--- src/rtl/spi_slave.sv ---
// Mode-0 SPI responder: oversamples SCK/MOSI/CS on clk, assembles received bytes
// and shifts a buffered response byte out on MISO, MSB first.
module spi_slave #(
    parameter int          SYNC_STAGES = 2,
    parameter logic [7:0]  DEFAULT_TX  = 8'hFF
) (
    input  logic       clk_i,
    input  logic       reset_i,
    input  logic       sck_i,
    input  logic       mosi_i,
    input  logic       cs_i,
    output logic       miso_o,
    input  logic [7:0] tx_data_i,
    input  logic       tx_load_i,
    output logic       tx_ready_o,
    output logic [7:0] rx_data_o,
    output logic       rx_valid_o,
    output logic       frame_active_o,
    output logic       tx_underrun_o
);

    typedef enum logic {IDLE, ACTIVE} state_t;

    logic [SYNC_STAGES-1:0] sckSync_q, mosiSync_q, csSync_q, flush_q;
    logic                   sckS, mosiS, csS;

    logic       sckPrev_q, csPrev_q;
    logic       sckRise_q, sckFall_q, csFall_q, csRise_q;
    logic       armed_q;
    state_t     state_q;
    logic [2:0] bitCnt_q;
    logic [7:0] rxShift_q, txShift_q, rxData_q, txBuf_q;
    logic       txFull_q, rxValid_q, txUnderrun_q, miso_q;
    logic       reload_d;
    logic [7:0] reloadByte_d;

    // flush_q marks when the cs chain holds real pin samples rather than reset values
    always_ff @(posedge clk_i) begin
        if (reset_i) begin
            sckSync_q  <= '0;
            mosiSync_q <= '0;
            csSync_q   <= '1;
            flush_q    <= '0;
        end else begin
            sckSync_q  <= {sckSync_q[SYNC_STAGES-2:0], sck_i};
            mosiSync_q <= {mosiSync_q[SYNC_STAGES-2:0], mosi_i};
            csSync_q   <= {csSync_q[SYNC_STAGES-2:0], cs_i};
            flush_q    <= {flush_q[SYNC_STAGES-2:0], 1'b1};
        end
    end

    assign sckS  = sckSync_q[SYNC_STAGES-1];
    assign mosiS = mosiSync_q[SYNC_STAGES-1];
    assign csS   = csSync_q[SYNC_STAGES-1];

    always_comb begin
        reload_d     = ((state_q == IDLE) && csFall_q) ||
                       ((state_q == ACTIVE) && !csRise_q && sckFall_q && (bitCnt_q == 3'd0));
        reloadByte_d = txFull_q ? txBuf_q : DEFAULT_TX;
    end

    always_ff @(posedge clk_i) begin
        if (reset_i) begin
            sckPrev_q    <= 1'b0;
            csPrev_q     <= 1'b1;
            sckRise_q    <= 1'b0;
            sckFall_q    <= 1'b0;
            csFall_q     <= 1'b0;
            csRise_q     <= 1'b0;
            armed_q      <= 1'b0;
            state_q      <= IDLE;
            bitCnt_q     <= 3'd0;
            rxShift_q    <= 8'h00;
            txShift_q    <= 8'h00;
            rxData_q     <= 8'h00;
            txBuf_q      <= 8'h00;
            txFull_q     <= 1'b0;
            rxValid_q    <= 1'b0;
            txUnderrun_q <= 1'b0;
            miso_q       <= 1'b1;
        end else begin
            sckPrev_q <= sckS;
            csPrev_q  <= csS;
            sckRise_q <= sckS & ~sckPrev_q;
            sckFall_q <= ~sckS & sckPrev_q;
            csRise_q  <= csS & ~csPrev_q;
            // a frame may only start after cs has really been seen high since reset
            csFall_q  <= ~csS & csPrev_q & armed_q;
            armed_q   <= armed_q | (flush_q[SYNC_STAGES-1] & csS);

            rxValid_q    <= 1'b0;
            txUnderrun_q <= reload_d & ~txFull_q;

            if (reload_d && txFull_q) begin
                txFull_q <= 1'b0;
            end else if (tx_load_i && !txFull_q) begin
                txBuf_q  <= tx_data_i;
                txFull_q <= 1'b1;
            end

            case (state_q)
                IDLE: begin
                    miso_q <= 1'b1;
                    if (csFall_q) begin
                        state_q   <= ACTIVE;
                        bitCnt_q  <= 3'd0;
                        txShift_q <= reloadByte_d;
                        miso_q    <= reloadByte_d[7];
                    end
                end
                ACTIVE: begin
                    if (csRise_q) begin
                        state_q  <= IDLE;
                        bitCnt_q <= 3'd0;
                        miso_q   <= 1'b1;
                    end else if (sckRise_q) begin
                        rxShift_q <= {rxShift_q[6:0], mosiS};
                        bitCnt_q  <= bitCnt_q + 3'd1;
                        if (bitCnt_q == 3'd7) begin
                            rxData_q  <= {rxShift_q[6:0], mosiS};
                            rxValid_q <= 1'b1;
                        end
                    end else if (sckFall_q) begin
                        if (bitCnt_q != 3'd0) begin
                            txShift_q <= {txShift_q[6:0], 1'b0};
                            miso_q    <= txShift_q[6];
                        end else begin
                            txShift_q <= reloadByte_d;
                            miso_q    <= reloadByte_d[7];
                        end
                    end
                end
                default: state_q <= IDLE;
            endcase
        end
    end

    assign miso_o         = miso_q;
    assign tx_ready_o     = ~txFull_q;
    assign rx_data_o      = rxData_q;
    assign rx_valid_o     = rxValid_q;
    assign frame_active_o = (state_q == ACTIVE);
    assign tx_underrun_o  = txUnderrun_q;

endmodule

--- config.mk ---
export PLATFORM = sky130hd
export DESIGN_NAME = spi_slave
export DESIGN_NICKNAME = d
export VERILOG_FILES = /design/src/rtl/spi_slave.sv
export SDC_FILE = /design/constraint.sdc
export NUM_CORES = 1
export LEC_CHECK = 0
export CORE_UTILIZATION = 35
export CTS_BUF_LIST = sky130_fd_sc_hd__clkbuf_8
export CTS_CLUSTER_SIZE = 28
export DETAILED_ROUTE_END_ITERATION = 10
export GPL_TIMING_DRIVEN = 1
export PLACE_DENSITY = 0.63
export SLEW_MARGIN = 40
export SYNTH_ARGS = -nofsm -noshare
export SYNTH_HDL_FRONTEND = slang
export SYNTH_SLANG_ARGS = --single-unit
export TNS_END_PERCENT = 5
--- constraint.sdc ---
create_clock -name clk_i -period 1.2 [get_ports clk_i]
set_input_delay 0.36 -clock clk_i [delete_from_list [all_inputs] [get_ports clk_i]]
set_output_delay 0.36 -clock clk_i [all_outputs]
set_load 0.005 [all_outputs]
# Yosys cells after proc, flatten, opt, wreduce, memory -nomap -nowiden
# Index checks and enable logic that the tools add are counted.
# totals
regBits,53
input_bits,14
out_inout_bits,13
# classes
add_sub_neg,1
eq_ne,8
mux,22
bitwise_logic,17
n_reduce_logical,19
# ops
op,count
$mux W7,5
$pmux W7 S2,1
$mux W1,9
$mux W3,3
$ne A3 B3 Y1 const B,3
$not A1 Y1,9
$mux W8,1
$ne A2 B2 Y1 const B,4
$reduce_and A4 Y1,2
$and A1 B1 Y1,7
$logic_and A1 B1 Y1,6
$pmux W3 S2,1
$reduce_and A2 Y1,3
$pmux W1 S2,2
$reduce_or A4 Y1,1
$add A3 B1 Y3 const B,1
$eq A3 B3 Y1 const B,1
$logic_not A3 Y1,1
$reduce_and A3 Y1,1
$reduce_bool A3 Y1,1
$logic_not A1 Y1,2
$reduce_or A2 Y1,1
$logic_or A1 B1 Y1,1
$or A1 B1 Y1,1

# Depth between registers and ports, before layout
# logic_depth
ltp_word,8
mapped_depth,6
depth_no_buf,6

# Worst setup path after synthesis
# Ideal clock, no wire load.
# synth_timing
kind,flip-flop to flip-flop
start,register bitCnt_q[0]
end,register txShift_q[4]
setup_ns,0.086
arrival_time_ns,1.234
required_time_ns,1.114
slack_ns,-0.120
path_stages_with_launch,7
path_buffers,0
period_less_slack_ns,1.320
cell_sequence,dfxtp_1 -> inv_1 -> ha_1 -> nand2b_4 -> nand2_1 -> mux2i_1 -> a211oi_1
# synth_between
elab_chain_cells,6
# synth_lines
element,line_no,source
start: declaration,31,logic [2:0] bitCnt_q;
start signal: assignment,118,bitCnt_q <= bitCnt_q + 3'd1;
$reduce_bool A3 Y1,124,if (bitCnt_q != 3'd0) begin
$mux W7,124,
$mux W7,123,end else if (sckFall_q) begin
$mux W7,116,end else if (sckRise_q) begin
$mux W7,112,if (csRise_q) begin
$pmux W7 S2,101,case (state_q)
end signal: assignment,107,txShift_q <= reloadByte_d;
end signal: assignment,125,"txShift_q <= {txShift_q[6:0], 1'b0};"
end signal: assignment,128,txShift_q <= reloadByte_d;
end: declaration,32,"logic [7:0] rxShift_q, txShift_q, rxData_q, txBuf_q;"
# Every way passes these cells. The select of a mux whose other input is x is not followed.
# A chain may end at the register's enable or synchronous reset.

# Worst setup path in the final report
# layout_timing
start,register bitCnt_q[1]
end,register txShift_q[6]
# Same word-level chain as after synthesis.

==> impl_metrics.ini <==
[logic_synthesis]
yosys_most_used_dff = dfxtp_1
synthCells = 214
synth_top_area_cell = dfxtp_1
synth_edf_count = 0
synthesis.nets = 231
ys_seq_area_share_pct = 54.3
yosysMostFrequentCell = dfxtp_1
ys_seq_elements = 53
synthTopCellsByCount = dfxtp_1, nand2_1, a21oi_1, nor2_1, nor2b_1
avgSynthCellArea_um2 = 9.13
yosysWarnings = 0
synth.distinct_cells = 29
ys_top_cells_by_area = dfxtp_1, nand2_1, a21oi_1
async_flop_share_pct = 0
synth_top_cell_area_share_pct = 54.3
syn_area_um2 = 1950

[clock_network]
h-tree-depth = 2
cts_tree = yes
clock_latency_ps = 290
clock_path_buffers = 2
cts_inserted_buffers = 5
clock-sinks = 53
clockRootBuffer = clkbuf_8
clkTransAtPathRegs_ps = 90

[worst_setup_path]
worst-setup-path-type = register to register
path_max_fanout = 6
required_ps = 1410
timing.rr.start = bitCnt_q[1]
start_kind = register
worst_ep_arrival_time_ps = 1480
critPathLaunch = bitCnt_q[1]
endpoint_kind = register

[sta]
max_freq_mhz = 788
finalSetupViolCount = 3
finalSetupTns_ps = -137
final_max_slew_viol_count = 0
holdWs_ps = 412
clock_skew_ps = 8.38
fin_crit_sh_pct = 106
finalCriticalPeriod_ps = 1270
slew_headroom_pct = 81.7
final_hold_viol_count = 0
worst_slew_pin_slew_ps = 273
rsz0062_at_grt = yes
fin_ws_ps = -69.7

[flow_run]
drv_cap = 0

[drt]
via_per_inst = 4.52
antenna_violating_nets_post_route = 0
wl_per_cell_um = 11.7
num_vias = 1484
drt-initial-drc-count = 52
drc_errors = 0
firstDrtPassIters = 4
wl_um = 3850

[run_status]
status = complete, but fails checks
violations = negative setup slack

[pwr]
power_density_nw_per_um2 = 1240
p_seq_share_pct = 55.5
internal_power_mw = 2.60
p_leak_nw = 1.00
clockPowerShare_pct = 37.5
p_switching_mw = 0.677
irDropWorstVdd_mv = 0.745
comb_power_share_pct = 6.9
swShare_pct = 20.7

[global_route]
grt_use_met2_pct = 22.8
grt_pass1_wl_um = 6560
first_global_vias = 1442
grtUsageMet1_pct = 17.8
grt_max_degree = 21
track_usage_pct = 13.8
antenna_found_initial = 0
top_usage_layer = met2
gr-total-overflow = 0
groute.layer.met3.usage_pct = 3.33

[final_layout]
antenna_cells = 0
synthToLayoutAreaGrowth_pct = 35.1
postLayoutCoreUtil_pct = 50.4
drive_gt1_share_pct = 34.5
fin_nets = 274

[die]
row_count = 26
die_y_um = 76.7
die_x_um = 76.7
fp.coreArea_um2 = 5240
io_pins = 27
dieArea_um2 = 5890
start_util_pct = 37.3

[placed_design]
place_ws_ps = -210
place.gp.congestion = 0.740
dp_hpwl_um = 2610
place.port_buffers = 26

[hold_path]
hold_class = register to register
min-delay-start = sckPrev_q
cells by family (layout without fill, tap and decap cells):
kind of cell / after synthesis / in the layout / share of synthesized area, %
adder cells (fa/ha/maj): 3 / 3 / 1.92
multiplexers: 8 / 8 / 4.10
buffers and inverters: 15 / 59 / 3.39
flip-flops: 53 / 53 / 54.3
AND/OR/NAND/NOR: 93 / 93 / 22.0
AO/OA/AOI/OAI: 42 / 42 / 14.3
path summary, 6_finish.rpt:
kind                   to  slack, ps  cells past startpoint
min             sckRise_q        410                      1
min reg2reg     sckRise_q        410                      1
max          txShift_q[6]        -70                      6
max reg2reg  txShift_q[6]        -70                      6
final cells by class:
class                      count  area, um^2
timing repair buffer          45         384
multi-input combinational    146         946
clock inverter                 2        37.5
tap                           70        87.6
inverter                       6        22.5
sequential                    53        1080
clock buffer                   6        82.6
fill                         496        2600
metal layers:
layer  share of wire, %  vias up
met5                  0        -
met4               0.55        0
met3                3.2        2
met2                 47       20
met1                 49      674
li1                   -      788
placed cells by master, fill, tap and decap left out, types with 3 or more instances in the layout:
cell type / instances
a211oi_2: 4
a21oi_1: 19
a21oi_2: 8
buf_12: 3
buf_2: 4
buf_4: 15
clkbuf_2: 8
clkbuf_8: 6
clkdlybuf4s50_1: 13
dfxtp_1: 39
dfxtp_2: 13
inv_1: 3
inv_2: 3
mux2i_1: 7
nand2_1: 48
nand2b_1: 6
nand2b_4: 4
nor2_1: 15
nor2b_1: 8
or2_2: 3
power by group through the flow:
| stage | combinational, mW | sequential [mW] | clock (mW) |
|---|---|---|---|
| final | 0.227 | 1.82 | 1.23 |
| after global routing | 0.251 | 1.82 | 1.33 |
| after CTS | 0.226 | 1.82 | 1.27 |
| after detailed placement | 0.219 | 1.86 | 0 |
| after global placement | 0.217 | 1.86 | 0 |
| after floorplan | 0.110 | 1.86 | 0 |
worst max-delay path: stages (launching register included):
cell and delay, ps:
dfxtp_2 370, inv_2 50, ha_4 150, nand2b_4 120, nand2_8 90, mux2i_2 170, a211oi_2 240
timing repair:
item                                   CTS  global route
hold buffers                             0             0
setup endpoints to repair               31            36
endpoints found under the hold margin    0             0
buffers inserted                         4             0
pin swaps                                5             4
resized for setup                       58            27
flip-flops by register name, indices dropped and copies added, names as in the netlist, 2 cells and up:
signal      count
txBuf_q         8
mosiSync_q      2
bitCnt_q        3
csSync_q        2
rxShift_q       7
txShift_q       7
flush_q         2
rx_data_o       8
sckSync_q       2
through the flow:
stage / std cells / power (mW) / area [um^2]
finish: 328 / 3.27 / 2640
global route: 328 / 3.40 / 2640
CTS: 328 / 3.31 / 2640
detailed placement: 317 / 2.08 / 2430
global placement: 317 / 2.08 / 2430
floorplan: 214 / 1.97 / 1970
Note: power is estimated with default switching activity, not from simulation.
